File: src/rtl/vmem_pkg.sv
// Shared definitions for the vector memory address generator: default widths
// and the controller state encoding.
package vmem_pkg;

  localparam int WIDTH       = 32;
  localparam int LOG2NUMREGS = 3;
  localparam int MVL         = 64;
  localparam int LOG2MVL     = 6;

  typedef enum logic [1:0] {
    ST_IDLE = 2'd0,
    ST_GEN  = 2'd1,
    ST_WB   = 2'd2
  } state_t;

endpackage

File: src/rtl/vmem_addrgen.sv
// Vector memory address generator: emits base + i*stride per handshake and
// optionally writes base + inc back to the base register file afterwards.
module vmem_addrgen
  import vmem_pkg::*;
#(
  parameter int WIDTH       = vmem_pkg::WIDTH,
  parameter int LOG2NUMREGS = vmem_pkg::LOG2NUMREGS,
  parameter int MVL         = vmem_pkg::MVL,
  parameter int LOG2MVL     = vmem_pkg::LOG2MVL
) (
  input  logic                   clk,
  input  logic                   reset,
  input  logic                   start,
  input  logic [WIDTH-1:0]       in_base,
  input  logic [WIDTH-1:0]       in_stride,
  input  logic [LOG2MVL:0]       in_vl,
  input  logic [LOG2NUMREGS-1:0] in_basereg,
  input  logic [LOG2NUMREGS-1:0] in_increg,
  input  logic                   in_postinc,
  output logic                   busy,
  output logic [LOG2NUMREGS-1:0] inc_a_reg,
  output logic                   inc_a_en,
  input  logic [WIDTH-1:0]       inc_readdata,
  output logic                   addr_valid,
  input  logic                   addr_ready,
  output logic [WIDTH-1:0]       addr,
  output logic [LOG2MVL-1:0]     addr_elem,
  output logic                   addr_last,
  output logic                   base_we,
  output logic [LOG2NUMREGS-1:0] base_reg,
  output logic [WIDTH-1:0]       base_writedata,
  output logic                   done
);

  localparam logic [LOG2MVL:0] MAX_VL = (LOG2MVL+1)'(MVL);
  localparam logic [LOG2MVL:0] ONE_VL = (LOG2MVL+1)'(1);

  state_t                   state, state_n;
  logic [WIDTH-1:0]         base_q;
  logic [WIDTH-1:0]         stride_q;
  logic [LOG2MVL:0]         vl_q;
  logic [LOG2NUMREGS-1:0]   basereg_q;
  logic                     postinc_q;
  logic [WIDTH-1:0]         cur_addr;
  logic [LOG2MVL-1:0]       elem_q;
  logic [WIDTH-1:0]         inc_q;
  logic                     inc_pending;
  logic                     zero_done_q;

  logic                     accept;
  logic                     handshake;
  logic                     is_last;
  logic [LOG2MVL:0]         vl_clamped;

  // Reset is folded into accept so no inc read can escape while held in reset.
  assign accept     = start & (state == ST_IDLE) & ~reset;
  assign vl_clamped = (in_vl > MAX_VL) ? MAX_VL : in_vl;
  assign is_last    = ({1'b0, elem_q} == (vl_q - ONE_VL));
  assign handshake  = (state == ST_GEN) & addr_ready;

  // NOTE: every signal driven here gets a default first so no latch is inferred
  // on paths the case statement does not mention.
  always_comb begin
    state_n = state;
    unique case (state)
      ST_IDLE: begin
        if (accept) begin
          if (vl_clamped != '0) state_n = ST_GEN;
          else if (in_postinc)  state_n = ST_WB;
          else                  state_n = ST_IDLE;
        end
      end
      ST_GEN: begin
        if (handshake && is_last) state_n = postinc_q ? ST_WB : ST_IDLE;
      end
      ST_WB:   state_n = ST_IDLE;
      default: state_n = ST_IDLE;
    endcase
  end

  always_comb begin
    busy           = 1'b0;
    inc_a_en       = 1'b0;
    inc_a_reg      = '0;
    addr_valid     = 1'b0;
    addr           = cur_addr;
    addr_elem      = elem_q;
    addr_last      = 1'b0;
    base_we        = 1'b0;
    base_reg       = '0;
    base_writedata = '0;
    done           = zero_done_q;

    if (accept && in_postinc) begin
      inc_a_en  = 1'b1;
      inc_a_reg = in_increg;
    end

    unique case (state)
      ST_GEN: begin
        busy       = 1'b1;
        addr_valid = 1'b1;
        addr_last  = is_last;
        if (handshake && is_last && !postinc_q) done = 1'b1;
      end
      ST_WB: begin
        busy           = 1'b1;
        base_we        = 1'b1;
        base_reg       = basereg_q;
        // The inc read lands here directly when WB follows accept immediately.
        base_writedata = base_q + (inc_pending ? inc_readdata : inc_q);
        done           = 1'b1;
      end
      default: ;
    endcase
  end

  // NOTE: sequential state uses non-blocking assignments so every register
  // samples pre-edge values regardless of statement order.
  always_ff @(posedge clk or posedge reset) begin
    if (reset) begin
      state       <= ST_IDLE;
      base_q      <= '0;
      stride_q    <= '0;
      vl_q        <= '0;
      basereg_q   <= '0;
      postinc_q   <= 1'b0;
      cur_addr    <= '0;
      elem_q      <= '0;
      inc_q       <= '0;
      inc_pending <= 1'b0;
      zero_done_q <= 1'b0;
    end else begin
      state       <= state_n;
      zero_done_q <= accept & (vl_clamped == '0) & ~in_postinc;

      if (inc_pending) begin
        inc_q       <= inc_readdata;
        inc_pending <= 1'b0;
      end

      if (accept) begin
        base_q      <= in_base;
        stride_q    <= in_stride;
        vl_q        <= vl_clamped;
        basereg_q   <= in_basereg;
        postinc_q   <= in_postinc;
        cur_addr    <= in_base;
        elem_q      <= '0;
        inc_pending <= in_postinc;
      end else if (handshake) begin
        cur_addr <= cur_addr + stride_q;
        elem_q   <= elem_q + 1'b1;
      end
    end
  end

endmodule

File: config.mk
export PLATFORM = sky130hd
export DESIGN_NAME = vmem_addrgen
export DESIGN_NICKNAME = d
export VERILOG_FILES = /design/src/rtl/vmem_pkg.sv /design/src/rtl/vmem_addrgen.sv
export SDC_FILE = /design/constraint.sdc
export NUM_CORES = 1
export LEC_CHECK = 0
export CORE_MARGIN = 4
export CORE_UTILIZATION = 46
export DETAILED_ROUTE_END_ITERATION = 8
export GPL_TIMING_DRIVEN = 0
export PLACE_DENSITY = 0.82
export SKIP_LAST_GASP = 1
export SLEW_MARGIN = 20
export SYNTH_ARGS = -nofsm -noshare
export SYNTH_HDL_FRONTEND = slang
export SYNTH_SLANG_ARGS = --single-unit
File: constraint.sdc
create_clock -name clk -period 22.4 [get_ports clk]
set_input_delay 4.48 -clock clk [delete_from_list [all_inputs] [get_ports clk]]
set_output_delay 4.48 -clock clk [all_outputs]
set_load 0.005 [all_outputs]
; ---- Word level (Yosys, flattened, before mapping)
; Cells that the tools add are included.
[word_totals]
reg_bits = 149
latch_bits = 0
ram_bits = 0
rom_bits = 0
inputBits = 114
output_inout_bits = 82
word_cells = 61
memories = 0
[op_classes]
addsub = 4
multipliers = 0
div_mod_pow = 0
order_cmp = 1
eq_ne = 5
shifts = 0
mux = 23
bitwise = 7
n_reduce_logical = 10
[op_table]
columns = cell, n
row1 = 2-to-1 mux 32 bit, 4
row2 = adder 32 bit, 2
row3 = 2-to-1 mux 6 bit, 2
row4 = 2-to-1 mux 2 bit, 5
row5 = == test 6 x 7 -> 1 bit, 1
row6 = greater-than comparator 7 bit (second input constant), 1
row7 = zero test 7 bit, 1
row8 = 2-to-1 mux 1 bit, 7
row9 = 2-to-1 mux 7 bit, 1
row10 = nonzero test 7 bit, 1
row11 = subtractor 7 x 1 -> 7 bit (second input constant), 1
row12 = adder 6 x 1 -> 6 bit (second input constant), 1
row13 = 2-to-1 mux 3 bit, 2
row14 = bitwise AND 1 bit, 5
row15 = one-hot mux 2 bit (2 select lines), 1
row16 = logical AND 1 bit, 3
row17 = == test 2 x 1 -> 1 bit (second input constant), 1
row18 = == test 2 bit (second input constant), 1
row19 = zero test 2 bit, 1
row20 = inequality test 2 x 1 -> 1 bit (second input constant), 1
row21 = inequality test 2 bit (second input constant), 1
row22 = NOT 1 bit, 2
row23 = one-hot mux 1 bit (2 select lines), 1
row24 = AND reduction 2 bit, 1
row25 = other kinds (3), 3

; ---- Depth between registers and ports, before layout
; Gate-level depths: netlist (run 1).
[logic_depth]
ltp_word = 6
mapped_depth = 14

; ---- Worst setup path after synthesis (run 1)
; OpenSTA, ideal clock, no wires.
[synth_path]
path_kind = input port to output port
from = in reset
to = out inc_a_reg[0]
arrival_time_ns = 8.769
setup_slack_ns = 9.151
stages = 5
cell_sequence = inv_1 and3_1 clkbuf_1 clkbuf_1 and3_1
[synth_between]
elab_chain_len = 4
[synth_lines]
columns = element, line
row1 = start: declaration, vmem_addrgen.sv:12  ; input logic reset,
row2 = NOT 1 bit, vmem_addrgen.sv:56  ; assign accept = start & (state == ST_IDLE) & ~reset;
row3 = bitwise AND 1 bit, vmem_addrgen.sv:56
row4 = logical AND 1 bit, vmem_addrgen.sv:94  ; if (accept && in_postinc) begin
row5 = 2-to-1 mux 3 bit, vmem_addrgen.sv:94
row6 = end: declaration, vmem_addrgen.sv:21  ; output logic [LOG2NUMREGS-1:0] inc_a_reg,
; No other way between the ends.

; ---- Worst setup path in the final report (run 1)
[layout_path]
from = in inc_readdata[0]
to = out base_writedata[24]
[layout_between]
elab_chain_len = 3
[layout_lines]
columns = element, line
row1 = start: declaration, vmem_addrgen.sv:23  ; input logic [WIDTH-1:0] inc_readdata,
row2 = 2-to-1 mux 32 bit, -
row3 = adder 32 bit, vmem_addrgen.sv:111  ; base_writedata = base_q + (inc_pending ? inc_readdata : inc_q);
row4 = 2-to-1 mux 32 bit, vmem_addrgen.sv:99  ; unique case (state)
row5 = end: declaration, vmem_addrgen.sv:31  ; output logic [WIDTH-1:0] base_writedata,
; No other way between the ends.

==> impl_metrics.json, run 1 <==
{
  "wire_per_inst_microns": 17.4,
  "antenna_found_initial": 3,
  "whs_endpoint": "basereg_q[2]",
  "crit_top_cell": "clkdlybuf4s50_1",
  "synth_top_cell_area_share": 0.396,
  "r2r-start": "addr[14]",
  "die_area_sq_mm": 0.0228,
  "hold_buffers": 0,
  "final.period_utilization": 0.579,
  "seq_area_sq_mm": 0.00373,
  "ys_ff_latch": 149,
  "synth_cells": 1075,
  "grt_pass1_vias": 8252,
  "vias_per_cell": 5.38,
  "synth_enable_flop_cells": 0,
  "ff2ff_setup_slack_ns": 19.36,
  "hold_path_depth": 2,
  "post-place-ws_ns": 9.47,
  "ir_drop_uv": 66.7,
  "drv_cap": 0,
  "portBuffers": 195,
  "crit_start": "inc_readdata[0]",
  "multi_input_comb_area_sq_mm": 0.00544,
  "tns_ns": 0,
  "syn_area_per_cell_sq_um": 8.76,
  "holdWs_ns": 0.468,
  "cts_made_buffers": 17,
  "gp_congestion": 0.976,
  "grt_max_degree": 78,
  "num-fill-cells": 1787,
  "crit_type": "input pin to primary output",
  "synth_top_area_cell": "dfrtp_1",
  "dr.first_iter.drc_count": 553,
  "ff2ff_path_depth": 10,
  "p_leak_nw": 5.61,
  "ys_seq_area_frac": 0.396,
  "cts_tree": "done",
  "design_area_sq_mm": 0.0123,
  "yosys-top-cells-area": "dfrtp_1 40%, nand2_1 10%, ha_1 8.9%",
  "syn_nets": 1258,
  "clock_sinks": 149,
  "cts_resized": 0,
  "core_area_sq_mm": 0.0202,
  "die_y_microns": 151,
  "ios": 196,
  "cp.required_ns": 17.92,
  "cpMaxStageDelayCell": "clkdlybuf4s50_1",
  "drive_above_1_share": 0.0614,
  "dpl.hpwl_mm": 21.4,
  "hold_viol_final": 0,
  "route.vias.total": 8486,
  "yosysWarnings": 0,
  "worst_ep_arrival_time_ns": 8.50,
  "crit_path_start_kind": "input pin",
  "remaining_drc_errors": 0,
  "place_area_sq_mm": 0.0117,
  "clock_latency_ns": 0.43,
  "start_util": 0.467,
  "p_per_area_mw_per_mm2": 156,
  "grt_usage": 0.241,
  "cts.repair_timing.setup_buffer_count": 0,
  "clock_skew_ns": 0.00849,
  "status": "completed",
  "clock-root-buffer": "clkbuf_16",
  "die_w_microns": 151,
  "r2r-end": "addr[24]",
  "min_path_type": "flip-flop to flip-flop",
  "cts_buffer_depth": 2,
  "htreeDepth": 4,
  "async_reset_ff_frac": 1.00,
  "antenna_left": 0,
  "hp-start": "basereg_q[2]",
  "final_nets": 1473,
  "max_freq_mhz": 77.1,
  "netlist_area_sq_mm": 0.00942,
  "grt_overflow": 0,
  "tightestPinTransition_ns": 0.761,
  "dr.pass1.iters": 5,
  "worst_slack_ns": 9.42,
  "grt_pass1_wl_mm": 42.8,
  "clk_pin_slew_worst_paths_ns": 0.06,
  "fin_crit_ns": 12.98,
  "rsz0062_at_grt": "no",
  "crit_chain": "clkdlybuf4s50_1 -> mux2_2 -> ha_1 -> fa_1 -> a21oi_1 -> nor2_1 -> nor3_2 -> o31ai_2 -> a2111oi_2 -> nor3_1 -> o22ai_1 -> o21bai_1 -> mux2i_1 -> clkdlybuf4s50_1",
  "drv_slew": 0,
  "cp_max_fo": 5,
  "areaGrowthSynthToFinish_pct": 30.6,
  "setup_viol": 0,
  "num_rows": 52,
  "drt_wl_total_mm": 27.5,
  "yosysUniqueCellTypes": 61,
  "slew_headroom": 0.493,
  "endpoint_kind": "primary output",
  "synth_ff_type": "dfrtp_1",
  "slowest_delay_ns": 0.55
}
-- metrics by stage --
| stage | power [mW] | util | cells |
|---|---|---|---|
| final | 1.91 | 0.610 | 1577 |
| after global routing | 2.08 | 0.610 | 1576 |
| after CTS | 1.91 | 0.609 | 1573 |
| after detailed placement | 1.63 | 0.582 | 1541 |
| after global placement | 1.60 | 0.580 | 1540 |
| after floorplan | 1.30 | - | 1075 |
-- worst max-delay path: cells and delay by family --
family / cells / cell delay, ns
AO/OA/AOI/OAI: 5 / 1.30
buffers and inverters: 2 / 1.01
adder cells (fa/ha/maj): 2 / 0.64
multiplexers: 2 / 0.56
AND/OR/NAND/NOR: 3 / 0.49
-- placed cells by master (no fill, tap or decap), drive strengths merged, types with 12 or more instances in the layout --
master,n
nand2,261
xnor2,42
a21oi,64
and2,39
a21o,32
nand3,21
nor3,21
xor2,17
o21ai,61
inv,31
mux2i,13
nand4,12
ha,67
clkbuf,55
clkdlybuf4s50,195
nor2,47
mux2,32
o21bai,13
dfrtp,149
-- how the worst max path moves through the flow --
stage,end,slack (ns)
finish,base_writedata[24],9.42
global placement,inc_a_reg[1],6.37
floorplan,inc_a_reg[0],9.15
detailed placement,base_writedata[24],9.47
global route,base_writedata[26],9.13
CTS,base_writedata[24],9.42
-- power by group --
part / leakage [nW] / switching (mW) / total (mW) / internal (mW)
Sequential: 1.85 / 0.0941 / 0.489 / 0.394
Clock: 0.250 / 0.126 / 0.269 / 0.144
Combinational: 3.51 / 0.622 / 1.16 / 0.535
-- layer usage --
layer,global-route usage,vias to the layer above,part of all wire
met5,0,-,0
met4,0.104,0,0.031
met3,0.0323,49,0.053
met2,0.396,291,0.48
met1,0.320,3953,0.44
li1,-,4193,-
-- synth_stat cells, types with 6 or more instances --
| cell | instances |
|---|---|
| nand2_1 | 261 |
| dfrtp_1 | 149 |
| ha_1 | 67 |
| a21oi_1 | 64 |
| o21ai_0 | 57 |
| nor2_1 | 47 |
| xnor2_1 | 42 |
| and2_1 | 39 |
| clkbuf_1 | 38 |
| a21o_1 | 32 |
| mux2_2 | 32 |
| inv_1 | 25 |
| nand3_1 | 21 |
| nor3_1 | 18 |
| xor2_1 | 17 |
| mux2i_1 | 13 |
| o21bai_1 | 13 |
| nand4_1 | 12 |
| a31oi_1 | 11 |
| nand2b_1 | 9 |
| o21a_1 | 8 |
| or3_1 | 8 |
| and3_1 | 7 |
| nand3b_1 | 7 |
| nor2b_1 | 7 |
| a211oi_1 | 6 |
-- area by class of cell --
cell class | count | share of cell area
timing repair buffer | 196 | 0.161
clock buffer | 17 | 0.0346
clock inverter | 15 | 0.00977
tap | 270 | 0.0275
multi-input combinational | 859 | 0.442
sequential | 149 | 0.303
buffer | 42 | 0.0129
inverter | 25 | 0.00824
antenna | 4 | 0.000814
-- logic make-up (layout without fill, tap and decap cells) --
| kind of cell | Yosys count | after routing | synth area share |
|---|---|---|---|
| and+or+nand+nor | 449 | 449 | 0.214 |
| AOI/OAI and AO/OA | 237 | 237 | 0.163 |
| DFF | 149 | 149 | 0.396 |
| adders and majority gates | 69 | 69 | 0.0933 |
| buffers and inverters | 67 | 295 | 0.0268 |
| xor gates and xnor gates | 59 | 59 | 0.0549 |
| muxes | 45 | 45 | 0.0521 |
| other | 0 | 4 | 0 |
-- registers in the layout (all words and copies together), names as in the netlist, 2 cells and up --
register / count
addr: 32
addr_elem: 6
base_q: 32
basereg_q: 3
inc_q: 32
state: 2
stride_q: 32
vl_q: 7
(Power assumes the default switching activity.)
==> run 2, diff against run 1 <==
==> constraint.sdc (replaced) <==
create_clock -name clk -period 12.6 [get_ports clk]
set_input_delay 2.52 -clock clk [delete_from_list [all_inputs] [get_ports clk]]
set_output_delay 2.52 -clock clk [all_outputs]
set_load 0.005 [all_outputs]
==> results of run 2 <==
Same layout as run 1 (identical final DEF). Status: completed.
Main changes from that run: setup slack after placement 9.47 ns -> 3.59 ns; setup slack after layout 9.42 ns -> 3.54 ns; register-to-register setup slack 19.36 ns -> 9.56 ns; total power 1.91 mW -> 3.40 mW; worst IR drop on VDD 66.7 uV -> 119 uV
==> run 3, diff against run 2 <==
==> constraint.sdc (replaced) <==
create_clock -name clk -period 8.5 [get_ports clk]
set_input_delay 1.7 -clock clk [delete_from_list [all_inputs] [get_ports clk]]
set_output_delay 1.7 -clock clk [all_outputs]
set_load 0.005 [all_outputs]
==> results of run 3 <==
Same layout as run 1 (identical final DEF). Status: completed.
Main changes from that run: setup slack after placement 9.47 ns -> 1.13 ns; setup slack after layout 9.42 ns -> 1.08 ns; register-to-register setup slack 19.36 ns -> 5.46 ns; total power 1.91 mW -> 5.05 mW; worst IR drop on VDD 66.7 uV -> 176 uV
